File: src/rtl/coinc_pkg.sv
// Shared phase codes and tracking-FSM state encoding for the coinc block.
package coinc_pkg;

    localparam logic [3:0] PH_IDLE = 4'd0;
    localparam logic [3:0] PH_ALO  = 4'd1;
    localparam logic [3:0] PH_AHI  = 4'd2;
    localparam logic [3:0] PH_BLO  = 4'd3;
    localparam logic [3:0] PH_BHI  = 4'd4;

    typedef enum logic [2:0] {
        IDLE = 3'd0,
        A_LO = 3'd1,
        A_HI = 3'd2,
        B_LO = 3'd3,
        B_HI = 3'd4
    } state_t;

endpackage

File: src/rtl/coinc_decode.sv
// Combinational decode of the sequencer phase code into chip enables and byte selects.
module coinc_decode
    import coinc_pkg::*;
(
    input  logic [3:0] cnt,
    output logic       cea,
    output logic       ceb,
    output logic       bh,
    output logic       bl
);

    always_comb begin
        cea = 1'b0;
        ceb = 1'b0;
        bh  = 1'b0;
        bl  = 1'b0;
        case (cnt)
            PH_ALO: begin cea = 1'b1; bl = 1'b1; end
            PH_AHI: begin cea = 1'b1; bh = 1'b1; end
            PH_BLO: begin ceb = 1'b1; bl = 1'b1; end
            PH_BHI: begin ceb = 1'b1; bh = 1'b1; end
            default: ;
        endcase
    end

endmodule

File: src/rtl/coinc.sv
// Coincidence read sequencer tracker: registered selects, A/B sequence FSM and DX counter.
// Define COINC_SATURATE_EN to make DX hold at all-ones instead of wrapping.
module coinc
    import coinc_pkg::*;
#(
    parameter int unsigned DX_W = 16
) (
    input  logic            CLK,
    input  logic            RST,
    input  logic [3:0]      cnt,
    output logic [DX_W-1:0] DX,
    output logic            cea,
    output logic            ceb,
    output logic            bh,
    output logic            bl,
    output logic            ocx,
    output logic            ocy
);

    state_t          state, state_n;
    logic            dec_cea, dec_ceb, dec_bh, dec_bl;
    logic            ocx_n, ocy_n;
    logic [DX_W-1:0] dx_inc;

    coinc_decode u_decode (
        .cnt (cnt),
        .cea (dec_cea),
        .ceb (dec_ceb),
        .bh  (dec_bh),
        .bl  (dec_bl)
    );

    // A held code keeps its state; pulses fire only on the advancing transition.
    always_comb begin
        state_n = IDLE;
        ocx_n   = 1'b0;
        ocy_n   = 1'b0;
        if (cnt == PH_ALO) begin
            state_n = A_LO;
        end else if (cnt == PH_AHI && (state == A_LO || state == A_HI)) begin
            state_n = A_HI;
            ocx_n   = (state == A_LO);
        end else if (cnt == PH_BLO && (state == A_HI || state == B_LO)) begin
            state_n = B_LO;
        end else if (cnt == PH_BHI && (state == B_LO || state == B_HI)) begin
            state_n = B_HI;
            ocy_n   = (state == B_LO);
        end
    end

    always_comb begin
`ifdef COINC_SATURATE_EN
        dx_inc = (DX == '1) ? DX : DX + 1'b1;
`else
        dx_inc = DX + 1'b1;
`endif
    end

    always_ff @(posedge CLK) begin
        if (RST) begin
            state <= IDLE;
            DX    <= '0;
            cea   <= 1'b0;
            ceb   <= 1'b0;
            bh    <= 1'b0;
            bl    <= 1'b0;
            ocx   <= 1'b0;
            ocy   <= 1'b0;
        end else begin
            state <= state_n;
            cea   <= dec_cea;
            ceb   <= dec_ceb;
            bh    <= dec_bh;
            bl    <= dec_bl;
            ocx   <= ocx_n;
            ocy   <= ocy_n;
            if (ocy_n) begin
                DX <= dx_inc;
            end
        end
    end

endmodule

File: config.mk
export PLATFORM = sky130hd
export DESIGN_NAME = coinc
export DESIGN_NICKNAME = d
export VERILOG_FILES = /design/src/rtl/coinc_pkg.sv /design/src/rtl/coinc_decode.sv /design/src/rtl/coinc.sv
export SDC_FILE = /design/constraint.sdc
export NUM_CORES = 1
export LEC_CHECK = 0
export CAP_MARGIN = 20
export CORE_MARGIN = 1.5
export CORE_UTILIZATION = 42
export DETAILED_ROUTE_END_ITERATION = 12
export GPL_ROUTABILITY_DRIVEN = 0
export GPL_TIMING_DRIVEN = 0
export PLACE_DENSITY_LB_ADDON = 0.25
export SYNTH_ARGS = -nofsm -noshare
export SYNTH_HDL_FRONTEND = slang
export SYNTH_SLANG_ARGS = --single-unit
File: constraint.sdc
create_clock -name CLK -period 2.1 [get_ports CLK]
set_input_delay 0.42 -clock CLK [delete_from_list [all_inputs] [get_ports CLK]]
set_output_delay 0.42 -clock CLK [all_outputs]
set_load 0.02 [all_outputs]
## Word level (Yosys, flattened, before mapping)

Index checks and enable logic that the tools add are counted.
W data, S select, Z words.

| cells by class | value |
|---|---|
| add/sub/neg operators | 1 |
| reduce and logical (&&, ||, !) cells | 13 |
| muxes and demuxes | 12 |
| bitwise operators | 1 |
| equality and inequality tests | 8 |

Operators by type and width:

| kind | count |
|---|---|
| $add A16 B1 Y16 const B | 1 |
| $reduce_or A2 Y1 | 5 |
| $mux W1 | 9 |
| $eq A4 B2 Y1 const B | 2 |
| $eq A3 B2 Y1 const B | 2 |
| $eq A4 B1 Y1 const B | 1 |
| $eq A4 B3 Y1 const B | 1 |
| $mux W2 | 2 |
| $reduce_or A4 Y1 | 1 |
| $eq A3 B1 Y1 const B | 1 |
| $eq A3 B3 Y1 const B | 1 |
| $logic_and A1 B1 Y1 | 3 |
| $logic_or A1 B1 Y1 | 3 |
| $mux W3 | 1 |
| $reduce_or A3 Y1 | 1 |
| $not A1 Y1 | 1 |

| storage, ports and cells | value |
|---|---|
| output and inout port bits | 22 |
| logic and storage cells | 45 |
| register bits | 25 |

## Longest topological paths before layout

| logic depth | value |
|---|---|
| word-level depth | 7 |
| depth in mapped cells | 6 |
| mapped depth without buffers | 5 |

## Modules after synthesis

A second synthesis with hierarchy kept.

| unflattened totals | value |
|---|---|
| cells, all modules | 124 |
| area, all modules | 1,121.1 um^2 |

By module, submodules not included:

| module | cells each | seq. area each (um^2) | area an instance (um^2) | times used |
|---|---|---|---|---|
| coinc | 116 | 500.5 | 1,064.8 | 1 |
| coinc_decode | 8 | 0.0 | 56.3 | 1 |

## Worst setup path before layout

OpenSTA, ideal clock, no wires.

| path | value |
|---|---|
| path type | input port to flip-flop |
| start point | input port cnt[0] |
| end point | register DX[11] |
| arrival time | 2.184 ns |
| stages | 5 |
| path slack | -0.155 ns |
| buffers on the path | 1 |
| setup time | 0.071 ns |
| cells stage by stage | or4b_4 > or4_1 > buf_2 > or4_1 > a21oi_1 |

| between the ends | value |
|---|---|
| longest elaborated chain between the ends | 6 |

Ends and longest elaborated chain:

| item | RTL line | source |
|---|---|---|
| from (decl) | coinc.sv:10 | `input logic [3:0] cnt,` |
| $eq A4 B3 Y1 | coinc.sv:45 | `end else if (cnt == PH_BHI && (state == B_LO \|\| state == B_HI)) begin` |
| $logic_and A1 B1 Y1 | coinc.sv:45 |  |
| $mux W1 | coinc.sv:45 |  |
| $mux W1 | coinc.sv:43 | `end else if (cnt == PH_BLO && (state == A_HI \|\| state == B_LO)) begin` |
| $mux W1 | coinc.sv:40 | `end else if (cnt == PH_AHI && (state == A_LO \|\| state == A_HI)) begin` |
| $mux W1 * | coinc.sv:38 | `if (cnt == PH_ALO) begin` |
| to (signal assigned) | coinc.sv:78 | `DX <= dx_inc;` |
| to (decl) | coinc.sv:11 | `output logic [DX_W-1:0] DX,` |

Mark *: on every way between the ends. The rest lies on a longest branch, timed or not.
A chain may end at the register's enable or synchronous reset.

## Worst setup path in the final report

| path | value |
|---|---|
| start point | input port cnt[3] |
| end point | register DX[15] |

The elaborated chain is that of the path after synthesis.

==> reports/results.md <==
| Stage | Result | Value |
| --- | --- | --- |
| status | Result of the run | complete, no violations |
| sta | Slew headroom | 0.6684 |
| cells and area | Final #Nets | 168 |
| critical path | Kind of end point of the critical path | flop |
| drt | Total via count after detailed routing | 1031 |
| placed design | Count of input and output buffers | 27 |
| synth | Leading area contributor after synthesis | sky130_fd_sc_hd__dfxtp_1 |
| synth | Top post-synthesis cells by area | sky130_fd_sc_hd__dfxtp_1, sky130_fd_sc_hd__xnor2_1, sky130_fd_sc_hd__a21oi_1, sky130_fd_sc_hd__nor2_1, sky130_fd_sc_hd__or3_1 |
| sta | Fmax achieved | 479.7 MHz |
| sta | Final period util | 0.9928 |
| drt | Mean routed wirelength per cell | 12.25 microns |
| cells and area | Reg area | 500.5 sq um |
| critical path | WP buf/inv | 1 |
| floorplan | Top-level I/O count | 28 |
| clocking | TritonCTS clock tree | built |
| cells and area | Multi-input combinational cell area | 576.8 sq um |
| critical path | FF-to-FF setup slack | 0.32 ns |
| clocking | Largest buffer count on any clock path | 2 |
| floorplan | Core region area | 0.002477 sq mm |
| grt | Vias in the first global route | 881 |
| synth | Count of warnings emitted by yosys | 0 |
| cells and area | Fraction of final layout cells with drive strength greater than 1 | 0.07500 |
| cells and area | Area Growth Syn to Fin | 31.36% |
| drt | DRC marker count from the first detailed-route iteration | 23 |
| clocking | Worst-Skew Late Latency | 0.32 ns |
| run | Number of violations of the max-capacitance limit | 0 |
| sta | RSZ-0062 raised after global routing | true |
| floorplan | Floorplan row count | 18 |
| power | PwrDens | 506.2 mW/mm^2 |
| clocking | Cts bufs inserted | 3 |
| critical path | Launching element type of the critical path | primary input |
| clocking | Cell at the root of the clock tree | sky130_fd_sc_hd__clkbuf_4 |
| floorplan | Die outline area | 0.002928 sq mm |
| critical path | WP depth | 5 |
| grt | Maximum number of pins on one net before global-route repair | 14 |
| sta | Worst-case setup margin in the final layout | 0.01517 ns |
| synth | Share of the synthesized area in the top cell type | 0.4561 |
| sta | Time the worst path needs with I/O delays and setup | 2.085 ns |
| critical path | Reg-to-Reg End | DX[15] |
| grt | GRT Overall Usage | 0.1767 |
| drt | DRT antenna net count | 0 |
| critical path | Worst setup path category | primary input to flop |
| floorplan | Horizontal die dimension | 54.12 microns |
| critical path | Cell with the largest stage delay on the worst path | sky130_fd_sc_hd__or4_4 |
| synth | Post-synth net total | 137 |
| sta | Worst Clk Skew | 0.004409 ns |
| synth | Mean Syn Cell Area | 8.441 sq um |
| floorplan | Starting density of the core | 0.4429 |
| drt | DRC | 0 |
| clocking | Maximum level of the CTS H-tree | 1 |
| synth | Count of unique library cells instantiated by Yosys | 27 |
| clocking | Cts-stage hold buffer count | 0 |
| power | Post-layout total power | 0.7296 mW |
| synth | #FFs+latches synth | 25 |
| sta | Slew at the pin closest to its max-slew limit | 0.4974 ns |
| critical path | Crit. Startpoint | cnt[3] |
| sta | Final number of setup-violating endpoints | 0 |
| synth | Post-synthesis instance area | 0.001097 sq mm |
| sta | Final Hold Violating Endpoints | 0 |
| cells and area | Count of fill cells added during filler insertion | 228 |
| critical path | Termination of the worst setup path | DX[15] |
| grt | Global-route wire length before repair | 3746 microns |
| sta | Final Max Slew Viols | 0 |
| critical path | CP arrival | 2.35 ns |
| drt | Vias per cell | 5.426 |
| clocking | CTS clock-pin slew for the worst setup and hold paths | 0.13 ns |
| cells and area | Antenna diode instance count | 0 |
| critical path | Largest incremental delay on the critical path | 0.59 ns |
| floorplan | Die extent in y | 54.12 microns |
| placed design | Detailed placement HPWL | 1692 microns |
| drt | Total wire length | 2328 microns |
| grt | Antenna violations before repair | 0 |
| critical path | Cell count of the worst reg-to-reg path | 4 |
| power | Static Leak | 0.4372 nW |
| synth | Mapped Cells | 130 |
| critical path | CP top delay family | simple AND/OR/NAND/NOR gates |
| critical path | Library cell appearing most often on the critical path | sky130_fd_sc_hd__or4_4 |
| placed design | Placement Setup Slack | -0.7310 ns |
| critical path | Critical path, cell by cell | dlygate4sd2_1 -> or4b_4 -> or4_4 -> or4_4 -> a21oi_2 |
| critical path | Reg-to-reg critical path startpoint | state[1] |
| critical path | Maximum net fanout on the critical path | 10 |
| grt | Total grt overflow | 0 |
| critical path | Data required time of the worst path | 2.36 ns |
| synth | Sequential fraction of the synthesis area | 0.4561 |
| hold path | Min-delay worst type | primary input to flop |
| clocking | Clock sink count | 25 |
| drt | Count of TritonRoute iterations in the first routing pass | 4 |
| power | Max VDD drop | 0.0003225 V |
cells in the mapped netlist:
master	instances
sky130_fd_sc_hd__nand2b_1	1
sky130_fd_sc_hd__buf_1	1
sky130_fd_sc_hd__ha_1	1
sky130_fd_sc_hd__dfxtp_1	25
sky130_fd_sc_hd__buf_2	1
sky130_fd_sc_hd__nand4b_1	1
sky130_fd_sc_hd__inv_1	4
sky130_fd_sc_hd__xor2_1	1
sky130_fd_sc_hd__nor2_1	12
sky130_fd_sc_hd__nor4_1	5
sky130_fd_sc_hd__o21ai_0	8
sky130_fd_sc_hd__xnor2_1	8
sky130_fd_sc_hd__nand3_1	8
sky130_fd_sc_hd__nor3_1	4
sky130_fd_sc_hd__and3_1	3
sky130_fd_sc_hd__a211oi_1	2
sky130_fd_sc_hd__or3_1	7
sky130_fd_sc_hd__clkbuf_1	5
sky130_fd_sc_hd__and2_0	1
sky130_fd_sc_hd__a21oi_1	11
sky130_fd_sc_hd__or4b_4	1
sky130_fd_sc_hd__or4_1	3
sky130_fd_sc_hd__o31ai_1	2
sky130_fd_sc_hd__and2_1	3
sky130_fd_sc_hd__nand3b_1	2
sky130_fd_sc_hd__nand2_1	6
sky130_fd_sc_hd__nand4_1	4
per-layer routing:
layer | vias to the layer above | share of wire | global-route usage
met3 | 4 | 0.042 | 0.03333
met1 | 478 | 0.49 | 0.2372
met4 | 0 | 0.011 | 0.09583
li1 | 525 | - | -
met5 | - | 0 | 0
met2 | 24 | 0.45 | 0.2663
logic make-up (layout without fill, tap and decap cells):
group                      count (synthesis)  count (layout)  synth area share
and+or+nand+nor                           61              61            0.3079
buffers and inverters                     11              41           0.03876
xor gates and xnor gates                   9               9           0.07184
adders and majority gates                  1               1           0.01140
DFF                                       25              25            0.4561
AOI/OAI and AO/OA                         23              23            0.1140
through the flow:
stage | area [sq um] | TNS [ns] | utilization | hold slack (ns) | std cells
6_report | 1441 | 0 | 0.5818 | 0.3554 | 190
5_1_grt | 1441 | -0.006546 | 0.5818 | 0.3547 | 190
4_1_cts | 1423 | 0 | 0.5742 | 0.3416 | 190
3_5_place_dp | 1415 | -7.217 | 0.5712 | 0.4832 | 187
3_3_place_gp | 1415 | -6.859 | 0.5712 | 0.4653 | 187
2_1_floorplan | 1107 | -0.2059 | - | 0.4443 | 130
power breakdown:
part / switching, mW / total (mW) / internal, mW
registers: 0.000766 / 0.478 / 0.477
logic: 0.0230 / 0.0387 / 0.0157
clock network: 0.139 / 0.213 / 0.0743
registers in the layout, summed over array words and instances, names as in the netlist:
signal and count:
ceb 1, bl 1, cea 1, DX 16, ocx 1, bh 1
ocy 1, state 3
how the worst min path moves through the flow:
stage	endpoint	slack [ns]	from	cells past startpoint
after detailed placement	state[2]	0.48	state[2]	2
final	bh	0.36	cnt[0]	2
after global routing	bh	0.35	cnt[0]	2
after floorplan	state[2]	0.44	state[2]	2
after CTS	bh	0.34	cnt[0]	2
after global placement	DX[15]	0.47	DX[15]	2
placed cells by master, fill, tap and decap left out:
master                            instances
sky130_fd_sc_hd__a211oi_1                 2
sky130_fd_sc_hd__a21oi_1                 10
sky130_fd_sc_hd__a21oi_2                  1
sky130_fd_sc_hd__and2_0                   1
sky130_fd_sc_hd__and2_1                   3
sky130_fd_sc_hd__and3_1                   3
sky130_fd_sc_hd__buf_1                    1
sky130_fd_sc_hd__buf_2                    2
sky130_fd_sc_hd__buf_4                    1
sky130_fd_sc_hd__clkbuf_1                 5
sky130_fd_sc_hd__clkbuf_4                 3
sky130_fd_sc_hd__clkdlybuf4s15_1          1
sky130_fd_sc_hd__clkdlybuf4s50_1         23
sky130_fd_sc_hd__dfxtp_1                 25
sky130_fd_sc_hd__dlygate4sd2_1            1
sky130_fd_sc_hd__ha_1                     1
sky130_fd_sc_hd__inv_1                    4
sky130_fd_sc_hd__nand2_1                  6
sky130_fd_sc_hd__nand2b_1                 1
sky130_fd_sc_hd__nand3_1                  8
sky130_fd_sc_hd__nand3b_1                 2
sky130_fd_sc_hd__nand4_1                  4
sky130_fd_sc_hd__nand4b_1                 1
sky130_fd_sc_hd__nor2_1                  12
sky130_fd_sc_hd__nor3_1                   4
sky130_fd_sc_hd__nor4_1                   4
sky130_fd_sc_hd__nor4_2                   1
sky130_fd_sc_hd__o21ai_0                  8
sky130_fd_sc_hd__o31ai_1                  2
sky130_fd_sc_hd__or3_1                    6
sky130_fd_sc_hd__or3_4                    1
sky130_fd_sc_hd__or4_1                    1
sky130_fd_sc_hd__or4_4                    2
sky130_fd_sc_hd__or4b_4                   1
sky130_fd_sc_hd__xnor2_1                  8
sky130_fd_sc_hd__xor2_1                   1
timing repair:
action / 4_1_cts / 5_1_grt
endpoints found under the hold margin: 0 / 0
resized for setup: 11 / 4
setup endpoints to repair: 10 / 5
pin swaps: 2 / 1
cloned: 0 / 0
setup buffers: 1 / 0
worst reg2reg max path, cell delays in order, from the launching register on:
cell                       delay (ns)
sky130_fd_sc_hd__dfxtp_1         0.43
sky130_fd_sc_hd__nand3b_1        0.15
sky130_fd_sc_hd__or4_4           0.57
sky130_fd_sc_hd__or4_4           0.44
sky130_fd_sc_hd__a21oi_2         0.13
cell type report:
class,count,area share
flip-flops and latches,25,0.3472
multi-input cells,94,0.4002
clock buffers,4,0.01823
well taps,30,0.02604
inverters,4,0.01042
plain buffers,5,0.01302
repair buffers,28,0.1849
No activity file was read; power rests on OpenSTA's default activity.
